## config.mk

```make
export PLATFORM = sky130hd
export DESIGN_NAME = fpmul_job_sequencer
export DESIGN_NICKNAME = d
export VERILOG_FILES = /design/src/rtl/fpseq_pkg.sv /design/src/rtl/fpseq_arbiter.sv /design/src/rtl/fpmul_job_sequencer.sv
export SDC_FILE = /design/constraint.sdc
export NUM_CORES = 1
export LEC_CHECK = 0
export CORE_ASPECT_RATIO = 1.2
export CORE_MARGIN = 4
export CORE_UTILIZATION = 45
export CTS_BUF_LIST = sky130_fd_sc_hd__clkbuf_4
export DETAILED_ROUTE_END_ITERATION = 7
export GPL_ROUTABILITY_DRIVEN = 0
export PLACE_DENSITY = 0.95
export SETUP_SLACK_MARGIN = 0.05
export SYNTH_ARGS = -nofsm -noshare
export SYNTH_HDL_FRONTEND = slang
export SYNTH_SLANG_ARGS = --single-unit
```

## constraint.sdc

```tcl
create_clock -name clk -period 5.9 [get_ports clk]
set_input_delay 1.18 -clock clk [delete_from_list [all_inputs] [get_ports clk]]
set_output_delay 1.18 -clock clk [all_outputs]
set_load 0.01 [all_outputs]
```

## src/rtl/fpseq_pkg.sv

```systemverilog
// Shared types and wrapper register map for the FP multiplier job sequencer.
// States, bus addresses, status bit positions and the start command word.
package fpseq_pkg;

  typedef enum logic [2:0] {
    IDLE,
    WR_A,
    WR_B,
    START,
    POLL,
    RD_P,
    CLR,
    RESP
  } state_e;

  localparam logic [1:0] ADDR_OPA  = 2'b00;
  localparam logic [1:0] ADDR_OPB  = 2'b01;
  localparam logic [1:0] ADDR_RES  = 2'b10;
  localparam logic [1:0] ADDR_CTRL = 2'b11;

  localparam int DONE_BIT  = 0;
  localparam int FLAG_LSB  = 8;
  localparam int FLAG_MSB  = 13;
  localparam int START_BIT = 16;

  localparam logic [31:0] START_WORD = 32'h0001_0000;

endpackage

```

## src/rtl/fpseq_arbiter.sv

```systemverilog
// Two-way requester arbiter; FPSEQ_ROUND_ROBIN_EN selects round-robin,
// otherwise requester 0 has fixed priority.
module fpseq_arbiter (
  input  logic       clk,
  input  logic       rst,
  input  logic [1:0] req_valid_i,
  input  logic       adv_i,
  output logic [1:0] gnt_o
);

`ifdef FPSEQ_ROUND_ROBIN_EN
  logic ptr_q;

  always_comb begin
    gnt_o = 2'b00;
    if (req_valid_i == 2'b11)
      gnt_o = ptr_q ? 2'b10 : 2'b01;
    else
      gnt_o = req_valid_i;
  end

  // Pointer moves past whichever requester was just served.
  always_ff @(posedge clk or negedge rst) begin
    if (!rst)
      ptr_q <= 1'b0;
    else if (adv_i && (|gnt_o))
      ptr_q <= gnt_o[0];
  end
`else
  logic unused_clk_rst;

  assign unused_clk_rst = clk ^ rst ^ adv_i;

  always_comb begin
    gnt_o = 2'b00;
    if (req_valid_i[0])
      gnt_o = 2'b01;
    else if (req_valid_i[1])
      gnt_o = 2'b10;
  end
`endif

endmodule

```

## src/rtl/fpmul_job_sequencer.sv

```systemverilog
// Arbitrates two requesters onto one memory-mapped FP multiplier wrapper.
// Build option: FPSEQ_ROUND_ROBIN_EN enables round-robin arbitration.
module fpmul_job_sequencer
  import fpseq_pkg::*;
#(
  parameter int POLL_TIMEOUT = 1024,
  parameter int TO_W         = 10
) (
  input  logic        clk,
  input  logic        rst,
  input  logic [1:0]  req_valid,
  output logic [1:0]  req_ready,
  input  logic [31:0] req0_opa,
  input  logic [31:0] req0_opb,
  input  logic [31:0] req1_opa,
  input  logic [31:0] req1_opb,
  output logic        rsp_valid,
  input  logic        rsp_ready,
  output logic        rsp_id,
  output logic [31:0] rsp_prod,
  output logic [5:0]  rsp_flags,
  output logic        rsp_err,
  output logic        busy,
  output logic [1:0]  fp_a,
  output logic        fp_we,
  output logic [31:0] fp_wdata,
  input  logic [31:0] fp_rdata
);

  localparam logic [TO_W-1:0] TO_LAST = TO_W'(POLL_TIMEOUT - 1);

  state_e          state_q;
  logic [TO_W-1:0] cnt_q;
  logic [31:0]     opb_q;
  logic [1:0]      gnt;
  logic            in_idle;

  assign in_idle   = (state_q == IDLE);
  assign req_ready = in_idle ? gnt : 2'b00;

  fpseq_arbiter u_arb (
    .clk         (clk),
    .rst         (rst),
    .req_valid_i (req_valid),
    .adv_i       (in_idle),
    .gnt_o       (gnt)
  );

  always_ff @(posedge clk or negedge rst) begin
    if (!rst) begin
      state_q   <= IDLE;
      cnt_q     <= '0;
      opb_q     <= '0;
      rsp_valid <= 1'b0;
      rsp_id    <= 1'b0;
      rsp_prod  <= '0;
      rsp_flags <= '0;
      rsp_err   <= 1'b0;
      busy      <= 1'b0;
      fp_a      <= ADDR_OPA;
      fp_we     <= 1'b0;
      fp_wdata  <= '0;
    end else begin
      unique case (state_q)
        IDLE: begin
          if (|gnt) begin
            rsp_id   <= gnt[1];
            rsp_err  <= 1'b0;
            opb_q    <= gnt[1] ? req1_opb : req0_opb;
            busy     <= 1'b1;
            fp_a     <= ADDR_OPA;
            fp_we    <= 1'b1;
            fp_wdata <= gnt[1] ? req1_opa : req0_opa;
            state_q  <= WR_A;
          end
        end
        WR_A: begin
          fp_a     <= ADDR_OPB;
          fp_wdata <= opb_q;
          state_q  <= WR_B;
        end
        WR_B: begin
          fp_a     <= ADDR_CTRL;
          fp_wdata <= START_WORD;
          state_q  <= START;
        end
        START: begin
          fp_we    <= 1'b0;
          fp_wdata <= '0;
          cnt_q    <= '0;
          state_q  <= POLL;
        end
        POLL: begin
          cnt_q <= cnt_q + 1'b1;
          if (fp_rdata[DONE_BIT]) begin
            rsp_flags <= fp_rdata[FLAG_MSB:FLAG_LSB];
            fp_a      <= ADDR_RES;
            state_q   <= RD_P;
          end else if (cnt_q == TO_LAST) begin
            rsp_err   <= 1'b1;
            rsp_flags <= '0;
            rsp_prod  <= '0;
            fp_we     <= 1'b1;
            fp_wdata  <= '0;
            state_q   <= CLR;
          end
        end
        RD_P: begin
          rsp_prod <= fp_rdata;
          fp_a     <= ADDR_CTRL;
          fp_we    <= 1'b1;
          fp_wdata <= '0;
          state_q  <= CLR;
        end
        CLR: begin
          fp_we     <= 1'b0;
          rsp_valid <= 1'b1;
          state_q   <= RESP;
        end
        RESP: begin
          if (rsp_ready) begin
            rsp_valid <= 1'b0;
            busy      <= 1'b0;
            state_q   <= IDLE;
          end
        end
        default: state_q <= IDLE;
      endcase
    end
  end

endmodule

```

==> flow_summary.json, run 1 <==
{
  "start_kind": "flop",
  "crit_type": "flop to primary output",
  "cp.required_ns": 4.72,
  "core_um2": 12200,
  "whs_ns": 0.492,
  "placed_cells": 888,
  "holdPathStages": 2,
  "synth_fp_nets": 681,
  "cts_resized": 0,
  "cts_buffers": 17,
  "cts_tree": "done",
  "synth-seq-area-share_pct": 53.7,
  "leakagePower_uw": 0.00364,
  "fin_crit_ns": 3.77,
  "clock_path_buffers": 2,
  "ant_nets": 0,
  "wl_um": 16800,
  "drc": 0,
  "drt-initial-drc-count": 255,
  "reg2reg_slack_ns": 3.12,
  "clkSlewWorstSetupHoldPaths_ns": 0.11,
  "relSlewSlack_pct": 22.7,
  "r2r-start": "state_q[2]",
  "synthesis.area_um2": 5690,
  "min_from": "rsp_valid",
  "initial_utilization_pct": 46.5,
  "grt.total_usage_pct": 23.2,
  "hp-class": "flop to flop",
  "total_power_uw": 3650,
  "syn_to_final_growth_pct": 49.2,
  "dpl.hpwl_um": 12600,
  "crit_fanout": 19,
  "fin_setup_tns_ns": 0,
  "fin_crit_sh_pct": 63.9,
  "finalHoldViolCount": 0,
  "seqCellArea_um2": 3050,
  "n_antenna_cell": 0,
  "final_nets": 912,
  "synth_largest_area_cell": "dfrtp_1",
  "viasPerCell": 5.36,
  "grt_pass1_vias": 5383,
  "fin_skew_ns": 0.0126,
  "synth_cell_types": 37,
  "post-cts-setup-buffers": 0,
  "clock_sinks": 122,
  "worst_pin_slew_ns": 1.15,
  "clk_latency_ns": 0.49,
  "status": "finished clean",
  "synth_top_area_share_pct": 53.7,
  "ys.warnings.count": 0,
  "overflow": 0,
  "hold_buffers": 0,
  "cap_violations": 0,
  "fill_cells": 896,
  "cp-end-kind": "primary output",
  "antenna_found_initial": 0,
  "fmax_mhz": 265,
  "worstPathArrival_ns": 2.59,
  "die_h_um": 131,
  "cts_root_buf": "clkbuf_4",
  "synth-seq-cells": 122,
  "finalMaxSlewViolations": 0,
  "synth_cells": 515,
  "rr_worst_depth": 3,
  "wl_per_cell_um": 18.2,
  "r2r_end": "fp_wdata[10]",
  "htree_levels": 4,
  "synthTopCellsByArea": "dfrtp_1 54%, mux2i_1 12%, o21ai_0 6.7%, a22o_1 6.2%, mux2_2 5.7%",
  "drive_gt1_share_pct": 10.0,
  "dieArea_um2": 14500,
  "p_per_area_nw_per_um2": 430,
  "die_x_um": 111,
  "grt_first_pass_wirelength_um": 27300,
  "syn_area_per_cell_um2": 11.0,
  "hold_end": "rsp_valid",
  "multiInputGateArea_um2": 2470,
  "core.rowCount": 44,
  "final-setup-viol-count": 0,
  "grt_start_max_net_pins": 76,
  "ir_drop_mv": 0.286,
  "vias": 4930,
  "rsz0062_at_grt": "false",
  "stdcell_count": 920,
  "port_buffers": 243,
  "ioPinCount": 244,
  "utilization_pct": 69.5,
  "first_pass_iters": 5
}
-- cell usage in the layout, fill, tap and decap left out, types with 3 or more instances in the layout --
cell	instances
mux2_2	29
clkdlybuf4s50_1	242
a21oi_1	6
nand3b_1	3
nand3_1	5
clkinv_4	4
dfrtp_1	122
mux2i_1	68
nor3_1	4
nor2_1	7
o21ai_0	76
clkbuf_4	17
clkinv_2	3
mux2_1	3
nand4_1	3
clkinvlp_4	4
a22o_1	40
nand2_1	77
buf_4	7
and2_1	5
-- power by group --
part / total [uW] / switching (uW) / internal (uW) / leakage, uW
Sequential: 1420 / 240 / 1180 / 0.00156
Combinational: 1670 / 762 / 904 / 0.00195
Clock: 571 / 320 / 251 / 0.000141
-- worst max-delay path by stage --
stage	startpoint	endpoint	slack [ns]	depth (start not counted)
after floorplan	req_valid[1]	req_ready[1]	2.99	3
after global placement	req_valid[1]	req_ready[1]	2.23	4
after detailed placement	req_valid[1]	req_ready[1]	2.21	4
after CTS	state_q[1]	req_ready[1]	2.11	3
after global routing	state_q[1]	req_ready[1]	1.97	3
final	state_q[1]	req_ready[1]	2.13	3
-- metrics by stage --
step	worst slack [ns]	area, um2
after floorplan	2.99	5690
after global placement	2.23	8210
after detailed placement	2.21	8210
after CTS	2.11	8490
after global routing	1.97	8490
final	2.13	8490
-- cells in the mapped netlist (all sizes together) --
| cell | count |
|---|---|
| o211ai | 2 |
| inv | 2 |
| nand3b | 3 |
| nand3 | 5 |
| nor3 | 5 |
| ha | 1 |
| o311ai | 2 |
| o31ai | 1 |
| buf | 16 |
| a21o | 2 |
| mux2i | 68 |
| a22o | 40 |
| a31oi | 1 |
| nor2b | 3 |
| clkbuf | 21 |
| nor2 | 7 |
| o21ai | 77 |
| a21oi | 8 |
| o22ai | 1 |
| dfrtp | 122 |
| o41ai | 1 |
| a221o | 1 |
| nand2 | 78 |
| or3b | 1 |
| nor3b | 1 |
| or2 | 2 |
| nor4 | 1 |
| and2 | 5 |
| and3 | 2 |
| nand4 | 3 |
| a211o | 1 |
| mux2 | 32 |
-- logic make-up (layout without fill, tap and decap cells) --
| group | Yosys count | count (layout) | share of synthesized area [%] |
|---|---|---|---|
| fa+ha+maj | 1 | 1 | 0.220 |
| simple gates | 116 | 116 | 9.02 |
| flops | 122 | 122 | 53.7 |
| buf+inv | 39 | 283 | 3.25 |
| mux | 100 | 100 | 18.3 |
| compound gates | 137 | 137 | 15.5 |
-- critical path: stages, from the launching register on --
cell and delay [ns]:
dfrtp_1 0.61, nor3_1 0.71, and2_1 0.25, clkdlybuf4s50_1 0.54
-- sequential cells by signal, summed over array words and instances (netlist names) --
register and flops:
fp_we 1, rsp_flags 6, opb_q 32, cnt_q 10, state_q 3, fp_a 2, fp_wdata 32, rsp_prod 32
rsp_err 1, rsp_valid 1, busy 1, rsp_id 1
-- metal layers --
layer  wire, um  vias to the layer above  global-route usage [%]
met5          0                        -                       0
met4        278                        0                    7.87
met3       1160                       19                    6.30
met2       8620                      205                    40.4
met1       6710                     2388                    27.7
li1           -                     2318                       -
-- cell type report --
type	instances	share of cell area, %
Sequential cell	122	36.0
Timing Repair Buffer	249	29.1
Multi-Input combinational cell	354	29.1
Tap cell	161	2.37
Clock inverter	15	1.80
Clock buffer	17	1.50
Inverter	2	0.0884
No activity file was read; power rests on OpenSTA's default activity.
==> run 2: changes to the inputs <==
--- a/config.mk
+++ b/config.mk
@@ -7,11 +7,11 @@
 export LEC_CHECK = 0
 export CORE_ASPECT_RATIO = 1.2
 export CORE_MARGIN = 4
-export CORE_UTILIZATION = 45
+export CORE_UTILIZATION = 44
 export CTS_BUF_LIST = sky130_fd_sc_hd__clkbuf_4
 export DETAILED_ROUTE_END_ITERATION = 7
 export GPL_ROUTABILITY_DRIVEN = 0
-export PLACE_DENSITY = 0.95
+export PLACE_DENSITY = 0.94
 export SETUP_SLACK_MARGIN = 0.05
 export SYNTH_ARGS = -nofsm -noshare
 export SYNTH_HDL_FRONTEND = slang
==> constraint.sdc (replaced) <==
create_clock -name clk -period 3.5 [get_ports clk]
set_input_delay 0.7 -clock clk [delete_from_list [all_inputs] [get_ports clk]]
set_output_delay 0.7 -clock clk [all_outputs]
set_load 0.01 [all_outputs]
==> run 2 against run 1 <==
Net effect: worst setup slack got worse by 1.7 ns; wire length increased by 0.47%; non-clock buffer count increased by 5; global-route usage decreased by 0.33 points; core utilization decreased by 2.1 points; critical path depth unchanged; cell count increased by 0.65%; sequential share of layout area decreased by 0.18 points; hold slack got worse by 0.23 ns; via count about the same; power increased by 69%; clock skew about the same; largest cell class unchanged; largest power group unchanged; highest routed layer unchanged.
==> flow_summary.json, run 2 (synthesis results as in run 1) <==
{
  "grt_start_max_net_pins": 123,
  "rr_worst_depth": 5,
  "antenna_found_initial": 0,
  "clkSlewWorstSetupHoldPaths_ns": 0.10,
  "top_regs": "fp_wdata: 32 flops, opb_q: 32 flops, rsp_prod: 32 flops",
  "hp-class": "input pin to async pin",
  "p_comb_share_pct": 47.8,
  "die_h_um": 133,
  "swShare_pct": 35.9,
  "reg2reg_slack_ns": 1.30,
  "wl_um": 16900,
  "clock_sinks": 122,
  "drc": 0,
  "initial_utilization_pct": 44.9,
  "dp_slack_ns": 0.642,
  "final_nets": 917,
  "drt-initial-drc-count": 353,
  "clock_path_buffers": 2,
  "p_per_area_nw_per_um2": 722,
  "die_x_um": 112,
  "overflow": 0,
  "cts_buffers": 17,
  "crit_chain": "nor3_2, and2_1, clkdlybuf4s50_1",
  "final_common_cell": "clkdlybuf4s50_1",
  "cpMaxStageDelayCell": "dfrtp_1",
  "dpl.hpwl_um": 12800,
  "use_met2_pct": 40.3,
  "grt_first_pass_wirelength_um": 27000,
  "fin_skew_ns": 0.0124,
  "finalMaxSlewViolations": 0,
  "ioPinCount": 244,
  "p_sw_uw": 2210,
  "fin_crit_ns": 3.05,
  "core.rowCount": 45,
  "fmax_mhz": 328,
  "syn_to_final_growth_pct": 50.0,
  "wl_per_cell_um": 18.2,
  "drive_gt1_share_pct": 9.97,
  "r2r_end": "fp_wdata[14]",
  "fin_ws_ns": 0.448,
  "worstPathArrival_ns": 2.35,
  "grt_pass1_vias": 5366,
  "leakagePower_uw": 0.00367,
  "total_power_uw": 6160,
  "status": "finished clean",
  "cts_tree": "done",
  "use_met3_pct": 8.28,
  "fin_setup_tns_ns": 0,
  "crit_type": "flop to primary output",
  "final_cell_mix": "242 x clkdlybuf4s50_1, 122 x dfrtp_1, 77 x nand2_1",
  "dieArea_um2": 14800,
  "viasPerCell": 5.33,
  "ant_nets": 0,
  "vias": 4932,
  "first_pass_iters": 4,
  "relSlewSlack_pct": 55.6,
  "r2r-start": "state_q[1]",
  "cp-end-kind": "primary output",
  "fin_crit_sh_pct": 87.2,
  "intPower_uw": 3950,
  "worst_pin_slew_ns": 0.660,
  "cpPeakStageDelay_ns": 0.57,
  "n_antenna_cell": 0,
  "final-setup-viol-count": 0,
  "crit_fanout": 17,
  "htree_levels": 4,
  "cp.required_ns": 2.80,
  "port_buffers": 243,
  "start_kind": "flop",
  "grt.total_usage_pct": 22.8,
  "clk_latency_ns": 0.50,
  "ir_drop_mv": 0.496,
  "cap_violations": 0,
  "power.share.clock_pct": 14.3,
  "finalHoldViolCount": 0,
  "seq_power_share_pct": 37.9,
  "grt.busiest_layer": "met2",
  "rsz0062_at_grt": "false",
  "core_um2": 12700,
  "grtUsageMet1_pct": 25.1,
  "cts_root_buf": "clkbuf_4"
}
-- run 2: cell types whose count changed in the layout (fill, tap and decap cells not counted), sizes merged --
cell      change
clkinv        +2
clkinvlp      -3
buf           +5
inv           -1
-- run 2: cell type report --
class / instances / area (um2)
Fill cell: 938 / 4140
Multi-Input combinational cell: 354 / 2480
Inverter: 2 / 7.51
Clock buffer: 17 / 128
Clock inverter: 13 / 111
Timing Repair Buffer: 254 / 2550
Sequential cell: 122 / 3050
Tap cell: 164 / 205
-- run 2: timing repair --
item                                   CTS  global route
hold buffers                             0             0
setup buffers                            0             0
endpoints found under the hold margin    0             0
gates resized for setup                  0             1
setup endpoints to repair                0             1
-- run 2: worst max path at each step --
| stage | start | cells past startpoint | to |
|---|---|---|---|
| finish | state_q[0] | 3 | req_ready[1] |
| global placement | req_valid[1] | 4 | req_ready[1] |
| global route | state_q[0] | 3 | req_ready[1] |
| floorplan | req_valid[1] | 6 | fp_wdata[10] |
| detailed placement | req_valid[1] | 4 | req_ready[1] |
| CTS | state_q[0] | 3 | req_ready[1] |
-- run 2: power by group through the flow --
stage	clock, uW	combinational (uW)	sequential [uW]
floorplan	0	1470	2440
global route	987	3200	2410
global placement	0	2830	2310
CTS	913	2980	2330
finish	881	2940	2340
detailed placement	0	2970	2350
-- run 2: stage by stage --
step	hold slack (ns)	std cells	cell area (um2)	utilization [%]
after floorplan	0.404	515	5690	-
after global placement	0.461	896	8290	65.4
after detailed placement	0.469	896	8290	65.4
after CTS	0.273	926	8530	67.3
after global routing	0.260	926	8530	67.4
final	0.263	926	8530	67.4
-- run 2: critical path, delay by kind of cell (launching register included) --
family / cells / cell delay (ns)
AND/OR/NAND/NOR: 2 / 0.72
flip-flops: 1 / 0.57
buffers and inverters: 1 / 0.56
-- run 2: layer usage --
metal | wire length (um) | vias to the layer above
met5 | 0 | -
met4 | 454 | 0
met3 | 1320 | 32
met2 | 8780 | 218
met1 | 6300 | 2353
li1 | - | 2329
